$ cat config.mk
export PLATFORM = sky130hd
export DESIGN_NAME = mem_access_unit
export DESIGN_NICKNAME = d
export VERILOG_FILES = /design/src/rtl/mem_access_unit.sv
export SDC_FILE = /design/constraint.sdc
export NUM_CORES = 1
export LEC_CHECK = 0
export CORE_ASPECT_RATIO = 2
export CORE_UTILIZATION = 44
export CTS_CLUSTER_SIZE = 8
export DETAILED_ROUTE_END_ITERATION = 8
export GPL_TIMING_DRIVEN = 0
export PLACE_DENSITY = 0.81
export SYNTH_ARGS = -nofsm -noshare
export SYNTH_HDL_FRONTEND = slang
export SYNTH_SLANG_ARGS = --single-unit
$ cat constraint.sdc
create_clock -name clk -period 2.8 [get_ports clk]
set_input_delay 0.42 -clock clk [delete_from_list [all_inputs] [get_ports clk]]
set_output_delay 0.42 -clock clk [all_outputs]
set_load 0.02 [all_outputs]
$ cat src/rtl/mem_access_unit.sv
// MA-stage load/store unit: byte-addressed RV32 loads/stores mapped onto a
// word-organised data memory, with word-crossing accesses split over two cycles.
module mem_access_unit #(
    parameter int ADDR_W           = 10,
    parameter bit ALLOW_MISALIGNED = 1'b1
) (
    input  logic              clk,
    input  logic              reset,
    input  logic              mem_read,
    input  logic              mem_write,
    input  logic [2:0]        funct3,
    input  logic [31:0]       address,
    input  logic [31:0]       store_data,
    output logic [ADDR_W-1:0] dmem_addr,
    output logic [31:0]       dmem_wdata,
    output logic [3:0]        dmem_be,
    output logic              dmem_we,
    output logic              dmem_re,
    input  logic [31:0]       dmem_rdata,
    output logic [31:0]       load_data,
    output logic              stall,
    output logic              misalign_fault,
    output logic [15:0]       split_count
);
    localparam logic [0:0] IDLE   = 1'b0;
    localparam logic [0:0] SECOND = 1'b1;

    logic [0:0]        state;
    logic [31:0]       hold;
    logic [1:0]        offset;
    logic [ADDR_W-1:0] word;
    logic [4:0]        sh;
    logic              req, in_second, f3_bad, crossing, fault, legal, start_split;
    logic [3:0]        size_mask;
    logic [7:0]        be_wide;
    logic [63:0]       wdata_wide, rdata_wide;
    logic [31:0]       load_word, load_ext;
    logic              unused_addr;

    assign offset      = address[1:0];
    assign word        = address[ADDR_W+1:2];
    assign sh          = {offset, 3'b000};
    assign unused_addr = ^address[31:ADDR_W+2];
    assign req         = mem_read | mem_write;
    assign in_second   = (state == SECOND);

    // Stores only accept B/H/W; loads additionally accept BU/HU.
    assign f3_bad = (funct3 == 3'b011) || (funct3[2:1] == 2'b11) || (mem_write && funct3[2]);

    always_comb begin
        case (funct3[1:0])
            2'b00:   size_mask = 4'b0001;
            2'b01:   size_mask = 4'b0011;
            default: size_mask = 4'b1111;
        endcase
    end

    assign crossing = ((funct3[1:0] == 2'b01) && (offset == 2'd3)) ||
                      ((funct3[1:0] == 2'b10) && (offset != 2'd0));

    // Inputs are frozen by the stall during SECOND, so they were already vetted.
    assign fault = reset && !in_second && req &&
                   ((mem_read && mem_write) || f3_bad || (crossing && !ALLOW_MISALIGNED));
    assign legal       = reset && req && !fault;
    assign start_split = legal && !in_second && crossing;

    // Low half of each 8-lane/64-bit shift feeds the first word, high half the second.
    assign be_wide    = {4'b0000, size_mask} << offset;
    assign wdata_wide = {32'b0, store_data} << sh;
    assign rdata_wide = in_second ? {dmem_rdata, hold} : {32'b0, dmem_rdata};
    assign load_word  = 32'(rdata_wide >> sh);

    always_comb begin
        case (funct3)
            3'b000:  load_ext = {{24{load_word[7]}}, load_word[7:0]};
            3'b001:  load_ext = {{16{load_word[15]}}, load_word[15:0]};
            3'b100:  load_ext = {24'b0, load_word[7:0]};
            3'b101:  load_ext = {16'b0, load_word[15:0]};
            default: load_ext = load_word;
        endcase
    end

    assign dmem_addr      = in_second ? word + ADDR_W'(1) : word;
    assign dmem_we        = legal && mem_write;
    assign dmem_re        = legal && mem_read;
    assign dmem_be        = !legal ? 4'b0000 : (in_second ? be_wide[7:4] : be_wide[3:0]);
    assign dmem_wdata     = !(legal && mem_write) ? 32'b0
                          : (in_second ? wdata_wide[63:32] : wdata_wide[31:0]);
    assign load_data      = (legal && mem_read && !start_split) ? load_ext : 32'b0;
    assign stall          = start_split;
    assign misalign_fault = fault;

    always_ff @(posedge clk) begin
        if (!reset) begin
            state       <= IDLE;
            hold        <= 32'b0;
            split_count <= 16'b0;
        end else begin
            case (state)
                IDLE: begin
                    if (start_split) begin
                        state <= SECOND;
                        if (mem_read) hold <= dmem_rdata;
                    end
                end
                default: begin
                    state <= IDLE;
                    if (split_count != 16'hFFFF) split_count <= split_count + 16'd1;
                end
            endcase
        end
    end
endmodule

==> qor.log, run 1 <==
[outcome] run status complete, no violations
[pwr] switching power total 702.5 uW
[route] routed wire length on met3 2.579 mm
[floorplanning] I/O pin total 201
[pwr] Comb pwr share 37.2%
[sta] Final period util 99.31%
[worst_setup_path] path type of the worst setup path primary input to primary output
[route] final WL 21.92 mm
[route] Via density 6.332
[synthesis] number of flops mapped to enable cells by yosys 0
[clocking] hold buffers post-CTS 0
[worst_setup_path] data arrival time at the worst-slack endpoint 2.36 ns
[sta] maximum clock frequency 359.6 MHz
[clocking] TritonCTS clock tree done
[global_route] GR Overflow Total 0
[sta] pins over their slew limit 0
[floorplanning] Std-Cell Core Area 10,540 um2
[floorplanning] number of placement rows 53
[route] drt pass-1 iters 5
[worst_hold_path] kind of path behind the tightest hold check register to register
[cells_and_area] Post-Layout Inst Area 7077 um2
[pwr] sequential fraction of design power 33.9%
[worst_setup_path] endpoint class of the critical path primary output
[synthesis] Mapped Nets 701
[sta] clock skew after layout 0.004918 ns
[sta] setup violation total in the final timing report 0
[synthesis] sequential element share of the synthesized area 20.47%
[sta] shortest clock period the worst path allows after layout 2.781 ns
[placement] total cell area at the placement stage 6755 um2
[cells_and_area] diode insertion count for antenna repair 0
[clocking] number of buffers created by CTS 5
[synthesis] distinct cell type count after synthesis 52
[route] detailed-routed wire length on met2 10.52 mm
[synthesis] flip-flop and latch count after synthesis 49
[synthesis] cell taking the most area after synthesis dfxtp_1
[synthesis] most used flip-flop cell after synthesis dfxtp_1
[worst_setup_path] required time at the endpoint of the critical path 2.38 ns
[route] via count 5,920
[synthesis] syn avg cell area 8.040 um2
[pwr] fraction of power consumed by the clock network 28.9%
[cells_and_area] NumNets Final 902
[pwr] Int Pwr 1390 uW
[clocking] clock sink count 49
[worst_setup_path] critical path launch point type primary input
[run] Max Cap Violations 0
[route] number of antenna-violating nets in the routed design 0
[synthesis] biggest area contributors in the synthesized netlist dfxtp_1, mux2i_1, mux2_2, nor2_1, nor2b_1
[route] residual DRC count 0
[cells_and_area] share of cells above drive strength 1 22.18%
[global_route] vias in the first global route 6,073
[floorplanning] x dimension of the die 75.80 um
[global_route] antenna violations before repair 1
[pwr] Total Power 2092 uW
[floorplanning] die height 149.6 um
[synthesis] Post-synth ARST share 0%
[placement] number of buffers inserted by port buffering 179
[synthesis] top-area cell type share of the netlist area 20.47%
[sta] number of failing hold endpoints at the final stage 0
[route] routed wirelength normalized by instance count 23.44 um
[cells_and_area] P&R area growth vs syn 47.68%
[pwr] Leakage Power 0.002917 uW
[global_route] first-pass GRT wire length 33.56 mm
[clocking] cell at the root of the clock tree clkbuf_16
[synthesis] Syn. warnings 0
[route] uppermost signal routing layer after detailed routing met4
[synthesis] number of standard cells after synthesis 596
[clocking] clock transition at the registers of the reported paths 0.07 ns
[clocking] # H-tree levels 2
[clocking] insertion delay to the later sink of the worst-skew pair 0.29 ns
[global_route] pin count of the biggest net entering global routing 16
[placement] routability-driven placement congestion ratio 0.9696
[floorplanning] Initial Util 45.45%
[synthesis] synthesized area 4792 um2
[sta] Worst Tran Pin Value 0.6512 ns
[floorplanning] total die area 11,340 um2
[worst_setup_path] CP max FO 10
[global_route] Total GRT Usage 40.11%
[placement] Detail Placement HPWL 15.79 mm
[pwr] power per cell area 295.7 nW/um2
[route] total routed wire length on the met1 layer 6.896 mm
[pwr] highest ir drop seen on vdd 398.0 uV
[clocking] Bufs on Longest Clock Path 2
[route] number of violations reported at the end of detailed-routing iteration 0 502
[sta] RSZ-0062 raised after global routing yes
[sta] worst slew margin relative to its limit 56.59%
[pwr] net switching fraction of the power 33.58%
layer usage:
| layer | vias to the layer above | global-route usage, % |
|---|---|---|
| met5 | - | 0 |
| met3 | 168 | 21.82 |
| met4 | 0 | 34.63 |
| met2 | 450 | 62.39 |
| met1 | 2711 | 36.24 |
| li1 | 2591 | - |
worst paths after layout:
kind	start	end	slack [ns]	cells after the start
hold reg to reg	split_count[1]$_SDFFE_PN0P_	split_count[1]$_SDFFE_PN0P_	0.52	2
setup / recovery	dmem_rdata[15]	load_data[23]	0.02	8
setup reg to reg	split_count[0]$_SDFFE_PN0P_	split_count[7]$_SDFFE_PN0P_	0.79	6
hold / removal	split_count[1]$_SDFFE_PN0P_	split_count[1]$_SDFFE_PN0P_	0.52	2
cell usage after synthesis (2+ instances only):
| master | n |
|---|---|
| mux2i_1 | 92 |
| nor2_1 | 65 |
| dfxtp_1 | 49 |
| nand2_1 | 40 |
| nor2b_1 | 35 |
| a21oi_1 | 34 |
| mux2_2 | 34 |
| o21ai_0 | 27 |
| clkbuf_1 | 21 |
| buf_2 | 16 |
| a211oi_1 | 15 |
| a2bb2oi_1 | 15 |
| and2_1 | 15 |
| nor3_1 | 15 |
| o221a_2 | 15 |
| a22oi_1 | 11 |
| xnor2_1 | 10 |
| nand4_1 | 9 |
| xor2_1 | 9 |
| nand3_1 | 8 |
| and4_1 | 5 |
| buf_1 | 5 |
| buf_6 | 5 |
| a21boi_0 | 4 |
| a22o_1 | 4 |
| inv_1 | 4 |
| and3_1 | 3 |
| or3_1 | 3 |
| buf_4 | 2 |
| ha_1 | 2 |
| inv_2 | 2 |
| nor3b_1 | 2 |
state kept, by name, indices dropped and copies added, names as in the netlist:
register,count
in_second,1
split_count,16
hold,32
power by group through the flow:
stage / registers, uW / clock network (uW) / logic [uW]
2_1_floorplan: 724 / 0 / 390
3_3_place_gp: 724 / 0 / 709
3_5_place_dp: 724 / 0 / 721
4_1_cts: 709 / 611 / 734
5_1_grt: 709 / 638 / 818
6_report: 709 / 605 / 779
timing repair:
| item | in CTS | in global routing |
|---|---|---|
| pin swaps | 5 | 5 |
| setup endpoints to repair | 81 | 66 |
| resized for setup | 181 | 75 |
| gates cloned | 1 | 0 |
| buffers inserted | 13 | 3 |
through the flow:
| step | worst slack [ns] | utilization (%) | hold WS (ns) | std cells | setup TNS, ns |
|---|---|---|---|---|---|
| final | 0.01930 | 67.12 | 0.5176 | 935 | 0 |
| after CTS | -0.007318 | 66.70 | 0.5217 | 932 | -0.01074 |
| after global routing | -0.03550 | 67.12 | 0.5383 | 935 | -0.09728 |
| after floorplan | 0.4200 | - | 0.4766 | 596 | 0 |
| after detailed placement | -0.9022 | 64.07 | 0.5029 | 912 | -46.87 |
| after global placement | -0.8807 | 64.07 | 0.4915 | 912 | -44.37 |
placed cells by master (no fill, tap or decap), drive strengths merged, types with 10 or more instances in the layout:
cell,instances
o221a,15
clkbuf,43
and2,15
nor2b,35
nor3,16
xnor2,10
a2bb2oi,15
buf,56
clkdlybuf4s50,93
dlygate4sd2,45
a211oi,15
mux2i,92
nand2,40
a22oi,11
a21oi,34
mux2,35
o21ai,28
nor2,65
dfxtp,49
worst max-delay path, stage by stage:
cell	delay, ns
clkdlybuf4s50_1	0.48
mux2_2	0.31
a22o_1	0.28
o21ai_4	0.20
a31o_4	0.24
buf_6	0.18
nor2_1	0.08
buf_4	0.16
final cells by class:
| cell class | instances | area, um2 |
|---|---|---|
| Tap cell | 137 | 171.4 |
| Inverter | 6 | 22.52 |
| Clock inverter | 2 | 15.01 |
| Timing Repair Buffer | 196 | 1755 |
| Multi-Input combinational cell | 492 | 3669 |
| Fill cell | 923 | 3467 |
| Sequential cell | 49 | 982.2 |
| Clock buffer | 6 | 128.9 |
| Buffer | 47 | 332.8 |
logic make-up (layout without fill, tap and decap cells):
logic type / count (synthesis) / after routing / synth area share, %
adder cells (fa/ha/maj): 2 / 2 / 0.5221
XOR/XNOR: 19 / 19 / 3.473
AO/OA/AOI/OAI: 138 / 138 / 20.94
buffers and inverters: 55 / 257 / 5.666
AND/OR/NAND/NOR: 206 / 206 / 21.41
multiplexers: 127 / 127 / 27.52
flip-flops: 49 / 49 / 20.47
Note: power is estimated with default switching activity, not from simulation.
==> run 2: changes to the inputs <==
MAX_ROUTING_LAYER = met4   (was unset)
TNS_END_PERCENT = 50   (was unset)
==> qor.log, run 2 (synthesis results as in run 1) <==
[clocking] clock transition at the registers of the reported paths 0.07 ns [about the same]
[route] number of violations reported at the end of detailed-routing iteration 0 520 [+3.6%]
[cells_and_area] filler cell count 872 [-5.5%]
[worst_setup_path] library cell contributing the largest single delay on the critical path dlygate4sd2_1
[sta] shortest clock period the worst path allows after layout 2.793 ns [+0.01276 ns]
[pwr] highest ir drop seen on vdd 621.7 uV [+56%]
[placement] worst setup slack after placement -0.8975 ns [+0.004742 ns]
[worst_setup_path] end of the worst register-to-register path split_count[0]$_SDFFE_PN0P_
[worst_setup_path] path type of the worst setup path primary input to primary output
[route] detailed-routed wire length on met2 10.94 mm [+3.9%]
[pwr] Leakage Power 0.003062 uW [+5.0%]
[route] Via density 6.384 [+0.82%]
[cells_and_area] share of cells above drive strength 1 21.38% [-0.80 points]
[floorplanning] Initial Util 45.45% [unchanged]
[clocking] hold buffers post-CTS 0 [unchanged]
[sta] hold slack final 0.5048 ns [-0.01276 ns]
[worst_setup_path] worst r2r src split_count[0]$_SDFFE_PN0P_
[route] routed wire length on met3 2.483 mm [-3.7%]
[placement] number of buffers inserted by port buffering 179 [unchanged]
[route] routed wirelength normalized by instance count 23.79 um [+1.5%]
[cells_and_area] commonest non-fill, non-tap cell in the layout mux2i_1
[route] uppermost signal routing layer after detailed routing met4
[worst_setup_path] Worst Reg2Reg Path Length in Cells 6 [unchanged]
[floorplanning] x dimension of the die 75.80 um [unchanged]
[floorplanning] I/O pin total 201 [unchanged]
[global_route] first-pass GRT wire length 34.07 mm [+1.5%]
[worst_setup_path] data arrival time at the worst-slack endpoint 2.37 ns [about the same]
[global_route] vias in the first global route 6,206 [+2.2%]
[worst_hold_path] kind of path behind the tightest hold check primary input to register
[floorplanning] total die area 11,340 um2 [unchanged]
[cells_and_area] Final Instance Count excl. Fillers 933 [-0.21%]
[worst_setup_path] longest individual stage delay on the worst path 0.39 ns [-0.09 ns]
[floorplanning] die height 149.6 um [unchanged]
[route] total routed wire length on the met1 layer 6.910 mm [+0.20%]
[pwr] Total Power 2171 uW [+3.8%]
[placement] Detail Placement HPWL 16.03 mm [+1.5%]
[sta] Worst Tran Pin Value 0.6063 ns [-0.04483 ns]
[sta] clock skew after layout 0.008503 ns [+0.003586 ns]
[sta] pins over their slew limit 0 [unchanged]
[route] drt pass-1 iters 6 [+1]
[global_route] pin count of the biggest net entering global routing 15 [-1]
[worst_setup_path] critical path's top delay family compound AO/OA/AOI/OAI gates
[worst_setup_path] required time at the endpoint of the critical path 2.38 ns [about the same]
[cells_and_area] Layout Utilization 67.59% [+0.47 points]
[worst_setup_path] CP max FO 7 [-3]
[worst_setup_path] depth of the critical timing path with buffers and inverters included 7 [-1]
[worst_setup_path] Setup crit end load_data[31]
[clocking] # H-tree levels 2 [unchanged]
[sta] worst slew margin relative to its limit 59.58% [+3.0 points]
[cells_and_area] multi-input logic area 3647 um2 [-0.58%]
[sta] setup violation total in the final timing report 0 [unchanged]
[pwr] power per cell area 304.6 nW/um2 [+3.0%]
[worst_setup_path] critical path launch point type primary input
[clocking] insertion delay to the later sink of the worst-skew pair 0.29 ns [about the same]
[clocking] TritonCTS clock tree done
[floorplanning] Std-Cell Core Area 10,540 um2 [unchanged]
[clocking] clock sink count 49 [unchanged]
[worst_setup_path] buffers plus inverters on the worst setup path 2 [-1]
[placement] Inst Count DP 912 [unchanged]
[clocking] number of buffers created by CTS 5 [unchanged]
[clocking] cell at the root of the clock tree clkbuf_16
[worst_setup_path] CP Cell Sequence dlygate4sd2_1, nand3b_1, o311ai_4, o31a_1, a31o_4, nor2_1, clkdlybuf4s15_1
[sta] maximum clock frequency 358.0 MHz [-0.46%]
[placement] routability-driven placement congestion ratio 0.9777 [+0.84%]
[worst_setup_path] flop2flop setup slack 0.83 ns [+0.04 ns]
[cells_and_area] commonest cells after routing, fill and taps aside mux2i_1, clkdlybuf4s50_1, nor2_1
[sta] number of failing hold endpoints at the final stage 0 [unchanged]
[floorplanning] number of placement rows 53 [unchanged]
[cells_and_area] register cell area after layout 984.7 um2 [+0.25%]
[route] via count 5,956 [+0.61%]
[global_route] GR Overflow Total 0 [unchanged]
[route] residual DRC count 0 [unchanged]
[sta] final worst slack 0.006545 ns [-0.01276 ns]
[outcome] run status complete, no violations
[sta] Final period util 99.77% [+0.46 points]
[global_route] antenna violations before repair 1 [unchanged]
[global_route] Total GRT Usage 42.10% [+2.0 points]
[cells_and_area] register with the most flip-flops hold
[worst_setup_path] endpoint class of the critical path primary output
[route] number of antenna-violating nets in the routed design 0 [unchanged]
[clocking] Bufs on Longest Clock Path 2 [unchanged]
[sta] RSZ-0062 raised after global routing yes
[cells_and_area] P&R area growth vs syn 48.72%
[route] final WL 22.20 mm [+1.3%]
[cells_and_area] max reg flops 32 [unchanged]
[run] Max Cap Violations 0 [unchanged]
[worst_setup_path] launch point of the worst path funct3[0]
[cells_and_area] NumNets Final 900 [-0.22%]
[run 2: through the flow]
step,TNS (ns),instance area (um2)
after floorplan,0,4792
after global placement,-44.60,6755
after detailed placement,-46.05,6755
after CTS,-0.2533,7010
after global routing,-0.1315,7127
final,0,7127
[run 2: how the worst min path moves through the flow]
stage                     startpoint                    end  slack, ns  cells after the start
6_report              dmem_rdata[23]  hold[23]$_SDFFE_PN0P_       0.50                      3
5_1_grt        hold[17]$_SDFFE_PN0P_  hold[17]$_SDFFE_PN0P_       0.54                      2
4_1_cts        hold[29]$_SDFFE_PN0P_  hold[29]$_SDFFE_PN0P_       0.52                      2
3_5_place_dp   hold[11]$_SDFFE_PN0P_  hold[11]$_SDFFE_PN0P_       0.50                      2
3_3_place_gp   hold[19]$_SDFFE_PN0P_  hold[19]$_SDFFE_PN0P_       0.49                      2
2_1_floorplan  hold[10]$_SDFFE_PN0P_  hold[10]$_SDFFE_PN0P_       0.48                      2
[run 2: report_power, final]
| group | switching, uW | total, uW | internal (uW) |
|---|---|---|---|
| clock | 268 | 684 | 415 |
| combinational | 424 | 779 | 356 |
| sequential | 5.10 | 708 | 703 |
[run 2: layer usage]
metal  up-vias  global-route usage, %
li1       2589                      -
met1      2752                  35.74
met2       440                  63.63
met3       175                  22.96
met4         0                  37.50
met5         -                      -
[run 2: cell type report]
class / instances / area share [%]
multi-input combinational: 492 / 51.18
tap: 137 / 2.405
buffer: 47 / 4.723
timing repair buffer: 194 / 25.28
clock inverter: 2 / 0.4916
clock buffer: 5 / 1.756
sequential: 49 / 13.82
inverter: 6 / 0.3160
antenna: 1 / 0.03511
[run 2: tightest hold or removal path: stages]
cell and delay [ns]:
dlymetal6s2s_1 0.14, mux2i_1 0.09, nor2b_1 0.11
[run 2: what timing repair did]
action | in CTS | in global routing
setup endpoints to repair | 81 | 60
pin swaps | 5 | 2
gates cloned | 1 | 0
setup buffers | 10 | 4
gates resized for setup | 173 | 81
